===== config.mk =====
export PLATFORM = sky130hd
export DESIGN_NAME = ex_operand_stage
export DESIGN_NICKNAME = d
export VERILOG_FILES = /design/src/rtl/rv_pkg.sv /design/src/rtl/fwd_unit.sv /design/src/rtl/ex_operand_stage.sv
export SDC_FILE = /design/constraint.sdc
export NUM_CORES = 1
export LEC_CHECK = 0
export ABC_AREA = 1
export CAP_MARGIN = 20
export CORE_ASPECT_RATIO = 0.6
export CORE_MARGIN = 8
export CORE_UTILIZATION = 46
export CTS_BUF_LIST = sky130_fd_sc_hd__clkbuf_8
export DETAILED_ROUTE_END_ITERATION = 10
export PLACE_DENSITY_LB_ADDON = 0.2
export REMOVE_ABC_BUFFERS = 1
export SLEW_MARGIN = 20
export SYNTH_ARGS = -nofsm -noshare
export SYNTH_HDL_FRONTEND = slang
export SYNTH_SLANG_ARGS = --single-unit

===== constraint.sdc =====
create_clock -name clk -period 2.9 [get_ports clk]
set_clock_uncertainty 0.05 [all_clocks]
set_input_delay 0.435 -clock clk [delete_from_list [all_inputs] [get_ports clk]]
set_output_delay 0.435 -clock clk [all_outputs]
set_load 0.02 [all_outputs]

===== src/rtl/rv_pkg.sv =====
// Shared constants for the EX operand stage: ALU op codes and forwarding selects.
// Latency: n/a (definitions only).
// Backpressure: n/a.
package rv_pkg;

   localparam int REG_IDX_W = 5;

   localparam logic [2:0] ALU_ADD = 3'b000;
   localparam logic [2:0] ALU_SUB = 3'b001;
   localparam logic [2:0] ALU_AND = 3'b010;
   localparam logic [2:0] ALU_OR  = 3'b011;
   localparam logic [2:0] ALU_SLT = 3'b101;

   // 2'b11 is never produced; consumers treat it like FWD_REG.
   typedef enum logic [1:0] {
      FWD_REG = 2'b00,
      FWD_WB  = 2'b01,
      FWD_MEM = 2'b10
   } fwd_sel_e;

   // MEM beats WB because it holds the younger result; x0 is never forwarded.
   function automatic fwd_sel_e fwd_select(
      input logic [REG_IDX_W-1:0] rs,
      input logic [REG_IDX_W-1:0] rd_m,
      input logic                 we_m,
      input logic [REG_IDX_W-1:0] rd_w,
      input logic                 we_w
   );
      if (we_m && (rd_m != '0) && (rd_m == rs))
         return FWD_MEM;
      else if (we_w && (rd_w != '0) && (rd_w == rs))
         return FWD_WB;
      else
         return FWD_REG;
   endfunction

endpackage


===== src/rtl/fwd_unit.sv =====
// Forwarding select generation for both EX source operands.
// Latency: purely combinational, zero cycles.
// Backpressure: none; follows registered Rs indices and live M/W writeback info.
// Ports: Rs1E/Rs2E (EX sources), RdM/RegWriteM, RdW/RegWriteW -> ForwardAE/ForwardBE.
module fwd_unit
   import rv_pkg::*;
(
   input  logic [REG_IDX_W-1:0] Rs1E,
   input  logic [REG_IDX_W-1:0] Rs2E,
   input  logic [REG_IDX_W-1:0] RdM,
   input  logic                 RegWriteM,
   input  logic [REG_IDX_W-1:0] RdW,
   input  logic                 RegWriteW,
   output logic [1:0]           ForwardAE,
   output logic [1:0]           ForwardBE
);

   always_comb begin
      ForwardAE = fwd_select(Rs1E, RdM, RegWriteM, RdW, RegWriteW);
      ForwardBE = fwd_select(Rs2E, RdM, RegWriteM, RdW, RegWriteW);
   end

endmodule


===== src/rtl/ex_operand_stage.sv =====
// ID/EX pipeline register plus operand forwarding muxes feeding the ALU.
// Latency: one cycle D->E; forwarding/muxing adds zero cycles.
// Backpressure: StallE holds the register, FlushE loads a bubble (flush wins).
// Ports: clk/reset (sync, active-high); StallE/FlushE; D-stage decode fields in;
//        M/W forwarding sources in; SrcAE/SrcBE/WriteDataE, E control fields
//        and ForwardAE/ForwardBE out.
module ex_operand_stage
   import rv_pkg::*;
#(
   parameter int XLEN = 32
) (
   input  logic                 clk,
   input  logic                 reset,
   input  logic                 StallE,
   input  logic                 FlushE,
   input  logic                 ValidD,
   input  logic [XLEN-1:0]      RD1D,
   input  logic [XLEN-1:0]      RD2D,
   input  logic [XLEN-1:0]      ImmExtD,
   input  logic [REG_IDX_W-1:0] Rs1D,
   input  logic [REG_IDX_W-1:0] Rs2D,
   input  logic [REG_IDX_W-1:0] RdD,
   input  logic [2:0]           ALUControlD,
   input  logic                 ALUSrcD,
   input  logic                 RegWriteD,
   input  logic [XLEN-1:0]      ALUResultM,
   input  logic [REG_IDX_W-1:0] RdM,
   input  logic                 RegWriteM,
   input  logic [XLEN-1:0]      ResultW,
   input  logic [REG_IDX_W-1:0] RdW,
   input  logic                 RegWriteW,
   output logic [XLEN-1:0]      SrcAE,
   output logic [XLEN-1:0]      SrcBE,
   output logic [2:0]           ALUControlE,
   output logic [XLEN-1:0]      WriteDataE,
   output logic [REG_IDX_W-1:0] RdE,
   output logic                 RegWriteE,
   output logic                 ValidE,
   output logic [1:0]           ForwardAE,
   output logic [1:0]           ForwardBE
);

   typedef struct packed {
      logic                 valid;
      logic                 reg_write;
      logic [REG_IDX_W-1:0] rd;
      logic [REG_IDX_W-1:0] rs1;
      logic [REG_IDX_W-1:0] rs2;
      logic [XLEN-1:0]      rd1;
      logic [XLEN-1:0]      rd2;
      logic [XLEN-1:0]      imm;
      logic [2:0]           alu_ctrl;
      logic                 alu_src;
   } id_ex_t;

   id_ex_t ex_d;
   id_ex_t ex_q;

   // All-zero is the bubble: invalid, no write, ALU op add.
   always_comb begin
      ex_d = ex_q;
      if (FlushE) begin
         ex_d = '0;
      end else if (!StallE) begin
         ex_d.valid     = ValidD;
         // An invalid slot must never write the register file.
         ex_d.reg_write = RegWriteD & ValidD;
         ex_d.rd        = RdD;
         ex_d.rs1       = Rs1D;
         ex_d.rs2       = Rs2D;
         ex_d.rd1       = RD1D;
         ex_d.rd2       = RD2D;
         ex_d.imm       = ImmExtD;
         ex_d.alu_ctrl  = ALUControlD;
         ex_d.alu_src   = ALUSrcD;
      end
   end

   always_ff @(posedge clk) begin
      if (reset)
         ex_q <= '0;
      else
         ex_q <= ex_d;
   end

   fwd_unit u_fwd_unit (
      .Rs1E      (ex_q.rs1),
      .Rs2E      (ex_q.rs2),
      .RdM       (RdM),
      .RegWriteM (RegWriteM),
      .RdW       (RdW),
      .RegWriteW (RegWriteW),
      .ForwardAE (ForwardAE),
      .ForwardBE (ForwardBE)
   );

   always_comb begin
      case (ForwardAE)
         FWD_WB:  SrcAE = ResultW;
         FWD_MEM: SrcAE = ALUResultM;
         default: SrcAE = ex_q.rd1;
      endcase
      case (ForwardBE)
         FWD_WB:  WriteDataE = ResultW;
         FWD_MEM: WriteDataE = ALUResultM;
         default: WriteDataE = ex_q.rd2;
      endcase
      SrcBE = ex_q.alu_src ? ex_q.imm : WriteDataE;
   end

   always_comb begin
      ALUControlE = ex_q.alu_ctrl;
      RdE         = ex_q.rd;
      ValidE      = ex_q.valid;
      RegWriteE   = ex_q.reg_write & ex_q.valid;
   end

endmodule


## Word level (Yosys, flattened, before mapping)

Cells that the tools add are included.

- Register bits after elaboration: 117
- Latch bits: 0
- RAM bits: 0
- Memory bits (read-only): 0
- Output and inout port bits: 110
- Logic and storage cells: 36
- Memories kept: 0

- Add/subtract/negate cells: 0
- Multiply operators: 0
- Divide/modulo/power cells: 0
- Magnitude comparators: 0
- Equality and inequality tests: 8
- Shift operators: 0
- Muxes and demuxes: 7
- Bitwise operators: 2
- Reduce and logical (&&, ||, !) cells: 9

Operator list:

| kind | number |
|---|---|
| case mux 32 bit (2 select lines) | 2 |
| two-way mux 32 bit | 1 |
| == test 5 bit | 4 |
| nonzero test 5 bit | 2 |
| logical AND 1 bit | 6 |
| == test 2 x 1 -> 1 bit, second input constant | 2 |
| == test 2 bit, second input constant | 2 |
| two-way mux 2 bit | 2 |
| bitwise AND 1 bit | 2 |
| two-way mux 1 bit | 2 |
| OR reduction 2 bit | 1 |

## Longest topological paths before layout

Gate-level depths: netlist (run 1).

- Word-level depth: 8
- Mapped depth: 12

## Hierarchy

A second synthesis (run 1) with hierarchy kept.

- Cells, all modules: 1059
- Area total of the unflattened synthesis: 6600.1 sq um

By module, submodules not included:

| module | instances | cells each | area an instance (sq um) | sequential area each (sq um) |
|---|---|---|---|---|
| ex_operand_stage | 1 | 978 | 6237.2 | 2342.2 |
| fwd_unit | 1 | 81 | 362.8 | 0.0 |

## Worst setup path after synthesis (run 1)

No wires, ideal clock.

- Kind: input to output
- From: in RdM[0]
- To: out SrcBE[0]
- Data arrival time: 1.574 ns
- Required time: 2.415 ns
- Slack: 0.841 ns
- Stages: 10
- Buffers on the path: 2
- Path through: xnor2_1 > nand2_1 > nor2_2 > nand3_2 > buf_6 > buf_6 > nand3_1 > nand3_1 > nand2_1 > nand2_1

- Word-level cells in the longest chain between the ends: 7

Ends and longest elaborated chain:

| item | RTL line | RTL |
|---|---|---|
| from (decl) | ex_operand_stage.sv:27 | `input logic [REG_IDX_W-1:0] RdM,` |
| nonzero test 5 bit | rv_pkg.sv:29 | `if (we_m && (rd_m != '0) && (rd_m == rs))` |
| logical AND 1 bit | rv_pkg.sv:29 |  |
| logical AND 1 bit (*) | rv_pkg.sv:29 |  |
| two-way mux 2 bit (*) | rv_pkg.sv:29 |  |
| == test 2 bit / == test 2 x 1 -> 1 bit (equally long branches) | ex_operand_stage.sv:103 | `case (ForwardBE)` |
| case mux 32 bit (2 select lines) (*) | ex_operand_stage.sv:103 |  |
| named net WriteDataE[0] | ex_operand_stage.sv:35 | `output logic [XLEN-1:0] WriteDataE,` |
| two-way mux 32 bit (*) | ex_operand_stage.sv:108 | `SrcBE = ex_q.alu_src ? ex_q.imm : WriteDataE;` |
| to (decl) | ex_operand_stage.sv:33 | `output logic [XLEN-1:0] SrcBE,` |

The timed path passes the listed nets; every way through them passes the cells marked *.

## Worst setup path in the final report (run 1)

- From: in RdW[3]
- To: out SrcBE[18]

- Word-level cells in the longest chain between the ends: 8

Ends and longest elaborated chain:

| item | RTL line | RTL |
|---|---|---|
| from (decl) | ex_operand_stage.sv:30 | `input logic [REG_IDX_W-1:0] RdW,` |
| nonzero test 5 bit | rv_pkg.sv:31 | `else if (we_w && (rd_w != '0) && (rd_w == rs))` |
| logical AND 1 bit | rv_pkg.sv:31 |  |
| logical AND 1 bit (*) | rv_pkg.sv:31 |  |
| two-way mux 1 bit (*) | rv_pkg.sv:31 |  |
| two-way mux 2 bit (*) | rv_pkg.sv:29 |  |
| == test 2 bit / == test 2 x 1 -> 1 bit (equally long branches) | ex_operand_stage.sv:103 |  |
| case mux 32 bit (2 select lines) (*) | ex_operand_stage.sv:103 |  |
| two-way mux 32 bit (*) | ex_operand_stage.sv:108 |  |

Mark *: on every way between the ends. The rest lies on a longest branch, timed or not.

==> flow_summary.json, run 1 <==
{
  "cp_num_buf_inv": 5,
  "synth_edf_count": 0,
  "critical_path.top_delay_family": "buffers and inverters",
  "hold_buffers": 0,
  "hpwlAfterDp_um": 19000,
  "cts_tree": "yes",
  "ir_drop_uv": 265,
  "finalHoldViolCount": 0,
  "critPathLaunchType": "input pin",
  "power_leakage_nw": 4.47,
  "antenna_found_initial": 1,
  "grt_pass1_vias": 7479,
  "num_antenna_cells": 0,
  "port_buffers": 306,
  "synthFlopType": "dfxtp_1",
  "clock-root-buffer": "clkbuf_8",
  "dp_cells": 1425,
  "die_x_um": 168,
  "drtIter0Drc": 703,
  "syn_avg_cell_area_um2": 6.50,
  "max_slew_margin_pct": 49.0,
  "required_ps": 2410,
  "die_h_um": 107,
  "vias": 7761,
  "rsz0062_at_grt": "true",
  "crit_path_end_kind": "primary output",
  "wl_per_cell_um": 18.0,
  "vias_per_cell": 5.33,
  "gp_congestion": 0.890,
  "grtUsageTotal_pct": 28.2,
  "synthToLayoutAreaGrowth_pct": 54.8,
  "ys_async_sr_fraction_pct": 0,
  "yosys_warnings": 0,
  "power.density_nw_per_um2": 423,
  "syn_area_um2": 6360,
  "n_fill_cell": 1184,
  "drive_gt1_share_pct": 15.5,
  "period_share_pct": 98.4,
  "cpMostUsedCell": "nand2_1",
  "status": "finished, final reports clean",
  "numCtsBuffers": 17,
  "power.total_w": 0.00416,
  "synth_cells": 979,
  "path_max_fanout": 3,
  "drv_slew": 0,
  "dieArea_um2": 18000,
  "cts_buffer_depth": 2,
  "clk-insertion-delay-late_ps": 420,
  "yosysMostFrequentCell": "nand2_1",
  "place_ws_ps": -327,
  "synthTopCellsByArea": "dfxtp_1 (37%), nand2_1 (26%), nand3_1 (10%), a21oi_1 (8.7%), nand3_2 (5.2%)",
  "crit_chain": "clkdlybuf4s50_1, inv_1, nand2_1, nand2_1, buf_4, nor3_4, nand3_2, buf_4, nand3_1, nand3_2, nand2_1, nand2_1, clkdlybuf4s15_2",
  "grt_max_degree": 124,
  "finalNetCount": 1466,
  "ys_types": 23,
  "grt_pass1_wl_um": 40800,
  "min_period_ps": 2850,
  "max_freq_mhz": 350,
  "regArea_um2": 2340,
  "multi_input_area_um2": 3510,
  "io_pins": 307,
  "grt-ovfl-total": 0,
  "htree_num_levels": 4,
  "initial_core_util_pct": 46.8,
  "setup_viol": 0,
  "first_pass_iters": 5,
  "clkTransAtPathRegs_ps": 80,
  "core-area_um2": 13600,
  "detail-route-antenna-nets": 0,
  "post-cts-setup-buffer-count": 0,
  "wl_um": 26200,
  "slowest_stage": "clkdlybuf4s50_1",
  "min_path_type": "flip-flop to flip-flop",
  "stdcell_count": 1456,
  "numClockSinks": 117,
  "max_stage_delay_ps": 500,
  "synth_seq_cells": 117,
  "crit_type": "input pin to primary output",
  "synthTopCellsByCount": "nand2_1 (436), nand3_1 (132), dfxtp_1 (117)",
  "drc": 0,
  "row_count": 33,
  "synth_largest_area_cell": "dfxtp_1",
  "drv_cap": 0,
  "ys_seq_area_share_pct": 36.8,
  "final_core_util_pct": 72.5,
  "cp_data_arrival_time_ps": 2370,
  "fin_ws_ps": 46.6,
  "worst_pin_slew_ps": 765,
  "netlist.area_leader.share_pct": 36.8
}
## layer usage
metal | global-route usage (%) | share of wire, %
met5 | 0 | 0.050
met4 | 7.80 | 1.7
met3 | 8.88 | 11
met2 | 47.9 | 47
met1 | 34.2 | 40
## state kept, by name (all words and copies together), names as in the netlist
signal / count
ex_q: 108
ValidE: 1
RdE: 5
ALUControlE: 3
## power by group
group          internal [W]  total (W)  switching [W]
logic              0.000421   0.000847       0.000426
registers           0.00166    0.00169      0.0000303
clock network      0.000882    0.00163       0.000743
## path summary, 6_finish.rpt
check / from / end / slack (ps) / cells past startpoint
min reg2reg: ex_q[87]$_SDFFE_PP0N_ / ex_q[87]$_SDFFE_PP0N_ / 410 / 2
max reg2reg: ex_q[0]$_SDFFE_PP0N_ / ex_q[0]$_SDFFE_PP0N_ / 1680 / 3
min: ex_q[87]$_SDFFE_PP0N_ / ex_q[87]$_SDFFE_PP0N_ / 410 / 2
max: RdW[3] / SrcBE[18] / 50 / 13
## final cells by class
class,count,share of cell area (%)
sequential,117,23.8
clock buffer,18,2.52
tap,175,2.22
inverter,20,0.775
clock inverter,13,1.74
timing repair buffer,353,33.3
multi-input combinational,760,35.7
## cell usage in the layout, fill, tap and decap left out, drive strengths merged
master and n:
nand3 165, xnor2 5, nand2 436, dlygate4sd2 12
xor2 9, clkdlybuf4s15 19, nand3b 1, clkinvlp 2
buf 57, clkbuf 78, bufinv 3, dfxtp 117
nor2 22, clkinv 5, inv 23, clkdlybuf4s50 201
or2 1, a211oi 6, nor3 3, a21oi 111
dlymetal6s2s 4, nand4 1
## what timing repair did
action                                  CTS  global route
pin swaps                                 1             2
gates resized for setup                 145           127
endpoints found under the setup margin   99            92
## worst register-to-register path, stage by stage (launching register included)
cell and delay, ps:
dfxtp_1 550, inv_1 100, buf_4 220, a211oi_1 230
## through the flow
stage,area (um2),hold slack [ps],setup TNS (ps)
floorplan,5910,386,-5270
global placement,9730,398,-19420
detailed placement,9730,400,-23350
CTS,10100,412,0
global route,9850,425,-212
finish,9850,414,0
## cell families (layout without fill, tap and decap cells)
logic type	count (synthesis)	in the layout	synth area share (%)
simple gates	629	629	43.5
flops	117	117	36.8
buf+inv	102	404	8.32
compound gates	117	117	9.44
xor+xnor	14	14	1.93
Note: power is estimated with default switching activity, not from simulation.
==> run 2: changes to the inputs <==
- GPL_ROUTABILITY_DRIVEN: unset -> 0
==> results of run 2 <==
Same layout as run 1: the final DEF is identical, and so are final timing and power.
